$ cat src/rtl/tsn_tx_pkg.sv
// Shared constants and types for the TX byte serializer.
// Imported by the serializer top.
package tsn_tx_pkg;

  localparam int WORD_W = 64;
  localparam int BCNT_W = 3;

  localparam logic [7:0] PRE_BYTE = 8'h55;
  localparam logic [7:0] SFD_BYTE = 8'hD5;
  localparam logic [2:0] PRE_CNT  = 3'd7;

  typedef enum logic [1:0] {
    ST_IDLE = 2'd0,
    ST_PRE  = 2'd1,
    ST_DATA = 2'd2,
    ST_IFG  = 2'd3
  } tx_state_e;

  function automatic logic [7:0] byte_sel(
    input logic [WORD_W-1:0] w,
    input logic [BCNT_W-1:0] idx
  );
    logic [WORD_W-1:0] s;
    s = w << {idx, 3'b000};
    return s[WORD_W-1 -: 8];
  endfunction

  // Index of the final valid byte held in a word.
  function automatic logic [BCNT_W-1:0] last_idx(
    input logic              eop,
    input logic [BCNT_W-1:0] bytes
  );
    if (!eop || bytes == '0) return 3'd7;
    return bytes - 3'd1;
  endfunction

endpackage

$ cat src/rtl/network_tx_serializer.sv
// Packet word to byte-stream serializer with preamble/SFD
// insertion, inter-frame gap and underrun/protocol reporting.
module network_tx_serializer
  import tsn_tx_pkg::*;
#(
  parameter int P_IFG         = 12,
  parameter bit P_PREAMBLE_EN = 1'b1
) (
  input  logic              i_clk,
  input  logic              i_rst,
  input  logic [WORD_W-1:0] iv_word_data,
  input  logic              i_word_valid,
  input  logic              i_word_sop,
  input  logic              i_word_eop,
  input  logic [BCNT_W-1:0] iv_word_bytes,
  output logic              o_word_ready,
  output logic [7:0]        ov_pkt_data,
  output logic              o_pkt_data_wr,
  output logic              o_underrun_pulse,
  output logic              o_proto_err_pulse,
  output logic [31:0]       ov_tx_pkt_cnt
);

  localparam logic [7:0] GAP_END = 8'(P_IFG - 1);

  tx_state_e state_q, state_d;

  logic [WORD_W-1:0] buf_data_q;
  logic              buf_valid_q;
  logic              buf_sop_q;
  logic              buf_eop_q;
  logic [BCNT_W-1:0] buf_last_q;
  logic [BCNT_W-1:0] ptr_q, ptr_d;
  logic [2:0]        pre_q, pre_d;
  logic [7:0]        gap_q, gap_d;
  logic              stall_q, stall_d;

  logic [7:0]  data_d;
  logic        wr_d, und_d, err_d;
  logic [31:0] cnt_d;
  logic        last_byte, accept, consume, emit;

  assign last_byte = (ptr_q == buf_last_q);

  assign o_word_ready = !buf_valid_q |
    (state_q == ST_DATA & buf_valid_q & last_byte & !buf_eop_q);

  assign accept = i_word_valid & o_word_ready;

  always_comb begin
    state_d = state_q;
    ptr_d   = ptr_q;
    pre_d   = pre_q;
    gap_d   = gap_q;
    stall_d = stall_q;
    data_d  = 8'h00;
    wr_d    = 1'b0;
    und_d   = 1'b0;
    err_d   = 1'b0;
    cnt_d   = ov_tx_pkt_cnt;
    consume = 1'b0;
    emit    = 1'b0;

    case (state_q)
      ST_IDLE: begin
        if (buf_valid_q) begin
          if (!buf_sop_q) begin
            consume = 1'b1;
            err_d   = 1'b1;
          end else if (P_PREAMBLE_EN) begin
            data_d  = PRE_BYTE;
            wr_d    = 1'b1;
            pre_d   = 3'd1;
            state_d = ST_PRE;
          end else begin
            emit = 1'b1;
          end
        end
      end
      ST_PRE: begin
        wr_d = 1'b1;
        if (pre_q == PRE_CNT) begin
          data_d  = SFD_BYTE;
          state_d = ST_DATA;
        end else begin
          data_d = PRE_BYTE;
          pre_d  = pre_q + 3'd1;
        end
      end
      ST_DATA: begin
        if (buf_valid_q) begin
          emit = 1'b1;
        end else begin
          // One pulse per stall, however long it lasts.
          und_d   = !stall_q;
          stall_d = 1'b1;
        end
      end
      ST_IFG: begin
        if (gap_q == GAP_END) state_d = ST_IDLE;
        else gap_d = gap_q + 8'd1;
      end
      default: state_d = ST_IDLE;
    endcase

    if (emit) begin
      data_d  = byte_sel(buf_data_q, ptr_q);
      wr_d    = 1'b1;
      stall_d = 1'b0;
      state_d = ST_DATA;
      if (last_byte) begin
        consume = 1'b1;
        ptr_d   = '0;
        if (buf_eop_q) begin
          cnt_d   = ov_tx_pkt_cnt + 32'd1;
          gap_d   = 8'd0;
          state_d = ST_IFG;
        end
      end else begin
        ptr_d = ptr_q + 3'd1;
      end
    end

    if (accept & i_word_sop & state_q == ST_DATA) err_d = 1'b1;
  end

  always_ff @(posedge i_clk or posedge i_rst) begin
    if (i_rst) begin
      state_q <= ST_IDLE;
      ptr_q   <= '0;
      pre_q   <= '0;
      gap_q   <= '0;
      stall_q <= 1'b0;
    end else begin
      state_q <= state_d;
      ptr_q   <= ptr_d;
      pre_q   <= pre_d;
      gap_q   <= gap_d;
      stall_q <= stall_d;
    end
  end

  always_ff @(posedge i_clk or posedge i_rst) begin
    if (i_rst) begin
      buf_data_q  <= '0;
      buf_valid_q <= 1'b0;
      buf_sop_q   <= 1'b0;
      buf_eop_q   <= 1'b0;
      buf_last_q  <= '0;
    end else if (accept) begin
      buf_data_q  <= iv_word_data;
      buf_valid_q <= 1'b1;
      buf_sop_q   <= i_word_sop;
      buf_eop_q   <= i_word_eop;
      buf_last_q  <= last_idx(i_word_eop, iv_word_bytes);
    end else if (consume) begin
      buf_valid_q <= 1'b0;
    end
  end

  always_ff @(posedge i_clk or posedge i_rst) begin
    if (i_rst) begin
      ov_pkt_data       <= '0;
      o_pkt_data_wr     <= 1'b0;
      o_underrun_pulse  <= 1'b0;
      o_proto_err_pulse <= 1'b0;
      ov_tx_pkt_cnt     <= '0;
    end else begin
      ov_pkt_data       <= data_d;
      o_pkt_data_wr     <= wr_d;
      o_underrun_pulse  <= und_d;
      o_proto_err_pulse <= err_d;
      ov_tx_pkt_cnt     <= cnt_d;
    end
  end

endmodule
$ cat config.mk
export PLATFORM = sky130hd
export DESIGN_NAME = network_tx_serializer
export DESIGN_NICKNAME = d
export VERILOG_FILES = /design/src/rtl/tsn_tx_pkg.sv /design/src/rtl/network_tx_serializer.sv
export SDC_FILE = /design/constraint.sdc
export NUM_CORES = 1
export LEC_CHECK = 0
export CORE_AREA = 2 2 144 146
export CTS_CLUSTER_SIZE = 30
export DETAILED_ROUTE_END_ITERATION = 16
export DIE_AREA = 0 0 146 148
export REMOVE_ABC_BUFFERS = 1
export SETUP_SLACK_MARGIN = 0.02
export SLEW_MARGIN = 20
export SYNTH_ARGS = -nofsm -noshare
export SYNTH_HDL_FRONTEND = slang
export SYNTH_SLANG_ARGS = --single-unit
export TNS_END_PERCENT = 50
$ cat constraint.sdc
create_clock -name i_clk -period 8.76 [get_ports i_clk]
set_input_delay 1.752 -clock i_clk [delete_from_list [all_inputs] [get_ports i_clk]]
set_output_delay 1.752 -clock i_clk [all_outputs]
set_load 0.01 [all_outputs]
* Word level (Yosys, flattened, before mapping)
Index checks and enable logic that the tools add are counted.
Storage, ports and cells: bits in registers 130, input port bits 72, output and inout bits 44, word-level logic and storage cells 103
Operators by class: $add $sub $neg 5, equality and inequality tests 14, shift-type cells 1, mux-type cells 46, bitwise gates (word level) 7, reduce and logical (&&, ||, !) cells 15
Operators by type and width (count):
- 64-bit by 6-bit << shifter with 64-bit output | 1
- 8-bit two-way mux | 7
- 32-bit by 1-bit adder with 32-bit output (second input constant) | 1
- 1-bit two-way mux | 22
- 3-bit two-way mux | 6
- 8-bit case mux with 2 select lines | 1
- 7-bit two-way mux | 2
- 3-bit != test (second input constant) | 4
- 2-bit two-way mux | 5
- 8-bit by 1-bit adder with 8-bit output (second input constant) | 1
- 8-bit by 4-bit == test with 1-bit output (second input constant) | 1
- 3-bit by 1-bit adder with 3-bit output (second input constant) | 2
- 1-bit bitwise AND | 6
- 2-bit != test (second input constant) | 3
- 2-bit case mux with 3 select lines | 1
- 3-bit case mux with 2 select lines | 1
- 2-bit nonzero test | 3
- 5-bit AND reduction | 1
- 2-bit == test (second input constant) | 2
- 1-bit logical NOT | 4
- 4-bit AND reduction | 1
- 4-bit nonzero test | 1
- 3-bit == test | 1
- 3-bit == test (second input constant) | 1
- other kinds (10) | 10

* Logic depth before layout (Yosys ltp)
Gate-level depths: netlist of run 1.
depth after elaboration 9, depth in mapped cells 9, gate-level depth less buffers 6

* Worst setup path after synthesis of run 1
OpenSTA, ideal clock, no wires.
path kind reg2out, start point reg ptr_q[0], end point out o_word_ready, arrival 1.485 ns, data required time 7.008 ns, path slack 5.523 ns, stages on the path, launching flop included 5, cells stage by stage dfrtp_1 buf_4 xor2_2 or3_1 o31ai_1
On the way: word-level cells in the longest chain between the ends 4
Ends and longest elaborated chain:
- from (decl) | line network_tx_serializer.sv:33 | logic [BCNT_W-1:0] ptr_q, ptr_d;
- from (signal assigned) | line network_tx_serializer.sv:136 | ptr_q <= ptr_d;
- 3-bit == test | line network_tx_serializer.sv:43 | assign last_byte = (ptr_q == buf_last_q);
- 1-bit bitwise AND (2 in a row) | line network_tx_serializer.sv:46 | (state_q == ST_DATA & buf_valid_q & last_byte & !buf_eop_q);
- 1-bit OR | line network_tx_serializer.sv:45 | assign o_word_ready = !buf_valid_q |
- to (decl) | line network_tx_serializer.sv:16 | output logic o_word_ready,
No other way between the ends.

* Final worst setup path of run 1
start point reg ptr_q[1], end point out o_word_ready
Same word-level chain as after synthesis.

==> results.sh, run 1 <==
export IMPL_status="finished clean"
export IMPL_p_per_area_nw_per_um2=299
export IMPL_intPower_mw=1.60
export IMPL_postCtsSetupRepairBufs=0
export IMPL_cp_start_kind="register"
export IMPL_vias_per_cell=4.46
export IMPL_vias=4340
export IMPL_portBuffers=115
export IMPL_ant_nets=0
export IMPL_place_congestion=0.713
export IMPL_cp_buffers_inverters=1
export IMPL_finalCriticalPeriod_ns=4.78
export IMPL_p_leak_nw=3.66
export IMPL_hpwl_um=9140
export IMPL_drt_total_wl_um=13400
export IMPL_cts_tree="done"
export IMPL_core_sq_um=20000
export IMPL_hold_ws_ns=0.440
export IMPL_clock_path_buffers=2
export IMPL_seq_area_sq_um=3250
export IMPL_slew_headroom_pct=27.6
export IMPL_ys_ff_latch=130
export IMPL_synthToLayoutAreaGrowth_pct=32.7
export IMPL_crit_arrival_ns=3.03
export IMPL_hp_class="reg -> reg"
export IMPL_post_place_ws_ns=4.41
export IMPL_fin_util_pct=39.5
export IMPL_power_mw=2.37
export IMPL_drc_errors=0
export IMPL_timing_final_crit_share_pct=54.5
export IMPL_num_io_pins=116
export IMPL_critical_path_max_stage_delay_ns=1.06
export IMPL_critPathTopFamily="flip-flops"
export IMPL_avgSynthCellArea_sq_um=10.3
export IMPL_worstPathMaxFanout=19
export IMPL_design_area_sq_um=7910
export IMPL_worst_path_max_delay_cell="dfrtp_1"
export IMPL_synth_edff_count=0
export IMPL_p_seq_share_pct=41.3
export IMPL_drtIter0Drc=234
export IMPL_end_kind="output pin"
export IMPL_clockPowerShare_pct=28.9
export IMPL_fillers=2007
export IMPL_maxSlewViolCount=0
export IMPL_cp_cell_sequence="xor2_4 > or3_1 > o31ai_1 > clkdlybuf4s50_1"
export IMPL_max_cap_violations=0
export IMPL_swShare_pct=32.4
export IMPL_seq_area_frac_synth_pct=54.6
export IMPL_path_clk_slew_ns=0.06
export IMPL_grt_pass1_vias=4480
export IMPL_multi_input_area_sq_um=2530
export IMPL_rows=52
export IMPL_ys_flop_type="dfrtp_1"
export IMPL_die_area_sq_um=21600
export IMPL_p_comb_share_pct=29.8
export IMPL_cts_resized_gates=0
export IMPL_yosys_warnings=0
export IMPL_async_flop_share_pct=100
export IMPL_rsz0062_at_grt="false"
export IMPL_grt_max_degree=72
export IMPL_clock_skew_final_ns=0.00619
export IMPL_instances_no_fill=973
export IMPL_cts_root_buf="clkbuf_16"
export IMPL_wl_per_cell_um=13.8
export IMPL_fin_nets=768
export IMPL_tns_ns=0
export IMPL_setup_viol=0
export IMPL_dp_cells=940
export IMPL_synthCells=579
export IMPL_start_util_pct=29.8
export IMPL_vdd_drop_max_v=0.000148
export IMPL_htreeDepth=4
export IMPL_finalHoldViolCount=0
export IMPL_placed_area_sq_um=7330
export IMPL_drive_above_1_share_pct=7.55
export IMPL_antenna_found_initial=0
export IMPL_cts_made_buffers=17
export IMPL_synth_cell_area_sq_um=5960
export IMPL_die_x_um=146
export IMPL_cts_sinks=130
export IMPL_grt_pass1_wl_um=22700
export IMPL_grt_overflow_total=0
export IMPL_ctsHoldBuffers=0
export IMPL_cp_required_ns=7.01
export IMPL_worstSkewPairLatency_ns=0.41
export IMPL_crit_type="reg -> out"
export IMPL_layout_setup_ws_ns=3.98
export IMPL_first_pass_iters=4
export IMPL_power_switching_mw=0.767
export IMPL_die_h_um=148
export IMPL_clock_fmax_mhz=209
export IMPL_worstMarginPinSlew_ns=1.09
export IMPL_ys_types=48
export IMPL_gr_usage_all_layers_pct=13.3
placed cells by master, fill, tap and decap left out, types with 7 or more instances in the layout:
cell,instances
xnor2_1,24
ha_1,7
nand4_1,13
nand3_1,13
mux2i_1,9
dfrtp_1,130
o21ai_0,12
and3_1,9
nor2_1,23
clkbuf_16,17
inv_1,7
mux4_2,10
nand2_1,214
clkdlybuf4s50_1,115
xor2_1,15
path summary, 6_finish.rpt:
kind,startpoint,end,slack (ns),depth (start not counted)
max,ptr_q[1]$_DFFE_PP0N_,o_word_ready,3.98,4
min,stall_q$_DFFE_PP0P_,o_underrun_pulse$_DFF_PP0_,0.44,1
max reg2reg,ptr_q[1]$_DFFE_PP0N_,buf_data_q[51]$_DFFE_PP0P_,5.92,6
min reg2reg,stall_q$_DFFE_PP0P_,o_underrun_pulse$_DFF_PP0_,0.44,1
max in group asynchronous,i_rst,buf_data_q[28]$_DFFE_PP0P_,5.70,3
min in group asynchronous,i_rst,ov_tx_pkt_cnt[1]$_DFFE_PP0P_,1.80,2
synth_stat cells (all sizes together), types with 4 or more instances:
cell	instances	share of area [%]
a21o	5	0.63
a21oi	7	0.78
and3	9	0.94
and4	4	0.59
buf	18	2.0
clkbuf	10	0.63
dfrtp	130	55
ha	7	1.5
inv	8	0.50
mux2i	9	1.5
mux4	16	6.4
nand2	214	13
nand3	13	1.1
nand4	13	1.4
nor2	23	1.4
nor3	7	0.78
nor4	4	0.67
o21ai	12	1.0
xnor2	24	3.5
xor2	17	2.9
power groups by stage:
stage | logic [mW] | registers, mW | clock network, mW
final | 0.706 | 0.978 | 0.684
after global routing | 0.807 | 1.01 | 0.736
after CTS | 0.723 | 0.982 | 0.700
after detailed placement | 0.719 | 0.989 | 0
after global placement | 0.710 | 0.981 | 0
after floorplan | 0.495 | 0.958 | 0
flip-flops by register name, summed over array words and instances (netlist names):
name and flops:
gap_q 8, buf_sop_q 1, buf_last_q 3, ptr_q 3
ov_pkt_data 8, o_pkt_data_wr 1, o_underrun_pulse 1, o_proto_err_pulse 1
buf_data_q 64, stall_q 1, state_q 2, buf_eop_q 1
buf_valid_q 1, pre_q 3, ov_tx_pkt_cnt 32
cell families (layout without fill, tap and decap cells):
group	count (synthesis)	count (layout)	share of synthesized area (%)
AOI/OAI and AO/OA	32	32	3.42
xor gates and xnor gates	41	41	6.46
adders and majority gates	7	7	1.47
buffers and inverters	36	159	3.08
DFF	130	130	54.6
muxes	27	27	8.31
other	0	1	0
and+or+nand+nor	306	306	22.7
layout make-up:
class | count | share of cell area (%)
clock buffer | 24 | 5.96
timing repair buffer | 119 | 14.9
sequential | 130 | 41.1
inverter | 8 | 0.443
tap | 270 | 4.27
multi-input combinational | 413 | 31.9
antenna | 1 | 0.0316
clock inverter | 8 | 1.30
metal layers:
layer,up-vias,global-route usage (%),wire [um],share of wire [%]
li1,2145,-,-,-
met1,2085,17.8,6310,47
met2,103,21.1,6370,48
met3,7,4.35,628,4.7
met4,0,3.06,89,0.66
met5,-,0,0,0
Power figures use the tool's default switching activity.
==> run 2, diff against run 1 <==
==> constraint.sdc (replaced) <==
create_clock -name i_clk -period 4.1 [get_ports i_clk]
set_input_delay 0.82 -clock i_clk [delete_from_list [all_inputs] [get_ports i_clk]]
set_output_delay 0.82 -clock i_clk [all_outputs]
set_load 0.01 [all_outputs]
==> run 2 against run 1 <==
Non-clock buffer count up 7; clock-buffer cell count unchanged; worst setup slack worse by 3.3 ns; clock skew grew 0.0030 ns; flip-flop and latch count stayed put; via count barely moved.
==> results.sh, run 2 (synthesized netlist as in run 1, its figures left out) <==
export IMPL_status="finished clean"
export IMPL_mostFrequentLayoutCells="214 x nand2_1, 130 x dfrtp_1, 115 x clkdlybuf4s50_1"
export IMPL_htreeDepth=4
export IMPL_vdd_drop_max_v=0.000287
export IMPL_ant_nets=0
export IMPL_core_sq_um=20000
export IMPL_setup_viol=0
export IMPL_maxSlewViolCount=0
export IMPL_fillers=2007
export IMPL_path_clk_slew_ns=0.06
export IMPL_placed_area_sq_um=7380
export IMPL_clock_path_buffers=2
export IMPL_worstMarginPinSlew_ns=0.755
export IMPL_design_area_sq_um=8020
export IMPL_clock_skew_final_ns=0.00917
export IMPL_postCtsSetupRepairBufs=0
export IMPL_place_congestion=0.756
export IMPL_vias_per_cell=4.43
export IMPL_cts_resized_gates=0
export IMPL_power_mw=5.21
export IMPL_drtIter0Drc=138
export IMPL_first_pass_iters=4
export IMPL_gr_usage_all_layers_pct=12.9
export IMPL_rsz0062_at_grt="false"
export IMPL_worstSkewPairLatency_ns=0.41
export IMPL_cts_root_buf="clkbuf_16"
export IMPL_die_x_um=146
export IMPL_seq_area_sq_um=3250
export IMPL_timing_final_crit_share_pct=83.0
export IMPL_hp_class="reg -> reg"
export IMPL_p_comb_share_pct=30.9
export IMPL_biggestRegsByFlops="buf_data_q x64, ov_tx_pkt_cnt x32"
export IMPL_layout_setup_ws_ns=0.697
export IMPL_portBuffers=115
export IMPL_tns_ns=0
export IMPL_start_util_pct=29.8
export IMPL_cp_required_ns=3.28
export IMPL_die_area_sq_um=21600
export IMPL_grt_overflow_total=0
export IMPL_grt_pass1_wl_um=21900
export IMPL_regMostFlops="buf_data_q"
export IMPL_diodes=0
export IMPL_post_place_ws_ns=1.14
export IMPL_p_per_area_nw_per_um2=649
export IMPL_wl_per_cell_um=13.6
export IMPL_power_switching_mw=1.67
export IMPL_grt_pass1_vias=4331
export IMPL_largest_reg_flops=64
export IMPL_num_io_pins=116
export IMPL_ctsHoldBuffers=0
export IMPL_worstPathMaxFanout=11
export IMPL_crit_type="reg -> out"
export IMPL_drc_errors=0
export IMPL_fin_nets=775
export IMPL_rows=52
export IMPL_max_cap_violations=0
export IMPL_end_kind="output pin"
export IMPL_hpwl_um=9060
export IMPL_vias=4336
export IMPL_drt_total_wl_um=13300
export IMPL_swShare_pct=32.1
export IMPL_grt_max_degree=109
export IMPL_cp_start_kind="register"
export IMPL_clockPowerShare_pct=30.3
export IMPL_drive_above_1_share_pct=8.74
export IMPL_finalHoldViolCount=0
export IMPL_layout_commonest_cell="nand2_1"
export IMPL_cts_tree="done"
export IMPL_p_leak_nw=3.72
export IMPL_synthToLayoutAreaGrowth_pct=34.6
export IMPL_die_h_um=148
export IMPL_multi_input_area_sq_um=2530
export IMPL_clock_fmax_mhz=294
export IMPL_p_seq_share_pct=38.8
export IMPL_cts_made_buffers=17
export IMPL_hold_ws_ns=0.428
export IMPL_slew_headroom_pct=49.3
export IMPL_finalCriticalPeriod_ns=3.40
export IMPL_cts_sinks=130
export IMPL_antenna_found_initial=0
export IMPL_intPower_mw=3.54
export IMPL_crit_arrival_ns=2.58
-- run 2: cell types whose count changed in the layout (fill, tap and decap cells not counted) --
cell | previous run | this run
inv_6 | 2 | 1
clkinvlp_4 | 2 | 4
buf_16 | 0 | 1
clkinv_2 | 2 | 1
diode_2 | 1 | 0
clkbuf_1 | 5 | 3
buf_4 | 4 | 10
bufinv_16 | 2 | 3
clkbuf_8 | 2 | 4
clkinv_4 | 1 | 0
-- run 2: final cells by class --
type / instances / area share (%)
tap: 270 / 4.21
clock buffer: 24 / 6.13
clock inverter: 8 / 1.56
timing repair buffer: 126 / 15.6
multi-input combinational: 413 / 31.5
inverter: 8 / 0.437
sequential: 130 / 40.5
-- run 2: power by group through the flow --
| stage | Combinational [mW] | Clock [mW] | Sequential, mW |
|---|---|---|---|
| 4_1_cts | 1.66 | 1.62 | 2.03 |
| 3_5_place_dp | 1.65 | 0 | 2.05 |
| 5_1_grt | 1.81 | 1.68 | 2.09 |
| 3_3_place_gp | 1.63 | 0 | 2.03 |
| 2_1_floorplan | 1.06 | 0 | 2.05 |
| 6_report | 1.61 | 1.58 | 2.02 |
-- run 2: metrics by stage --
| stage | cells | util (%) |
|---|---|---|
| after floorplan | 551 | - |
| after detailed placement | 946 | 36.8 |
| after CTS | 978 | 39.9 |
| after global placement | 946 | 36.8 |
| after global routing | 979 | 40.0 |
| final | 979 | 40.0 |
-- run 2: layer usage --
metal	GRT usage (%)	up-vias	part of all wire [%]
li1	-	2161	-
met1	16.4	2070	46
met2	21.2	92	48
met3	3.64	13	4.6
met4	4.61	0	1.5
met5	0	-	0
-- run 2: critical path: stages, from the launching register on --
cell and delay [ns]:
dfrtp_1 0.36, buf_4 0.21, xor2_1 0.22, or3_1 0.46
o31ai_1 0.29, clkdlybuf4s50_1 0.63
-- run 2: worst paths after layout --
path                                   startpoint  cells past startpoint  slack, ns                            to
max                          ptr_q[2]$_DFFE_PP0N_                      5       0.70                  o_word_ready
min                           stall_q$_DFFE_PP0P_                      1       0.43    o_underrun_pulse$_DFF_PP0_
max reg2reg                state_q[1]$_DFFE_PP0P_                      5       1.69  ov_tx_pkt_cnt[9]$_DFFE_PP0P_
min reg2reg                   stall_q$_DFFE_PP0P_                      1       0.43    o_underrun_pulse$_DFF_PP0_
max in group asynchronous                   i_rst                      3       2.62      ov_pkt_data[6]$_DFF_PP0_
min in group asynchronous                   i_rst                      2       0.83  ov_tx_pkt_cnt[1]$_DFFE_PP0P_
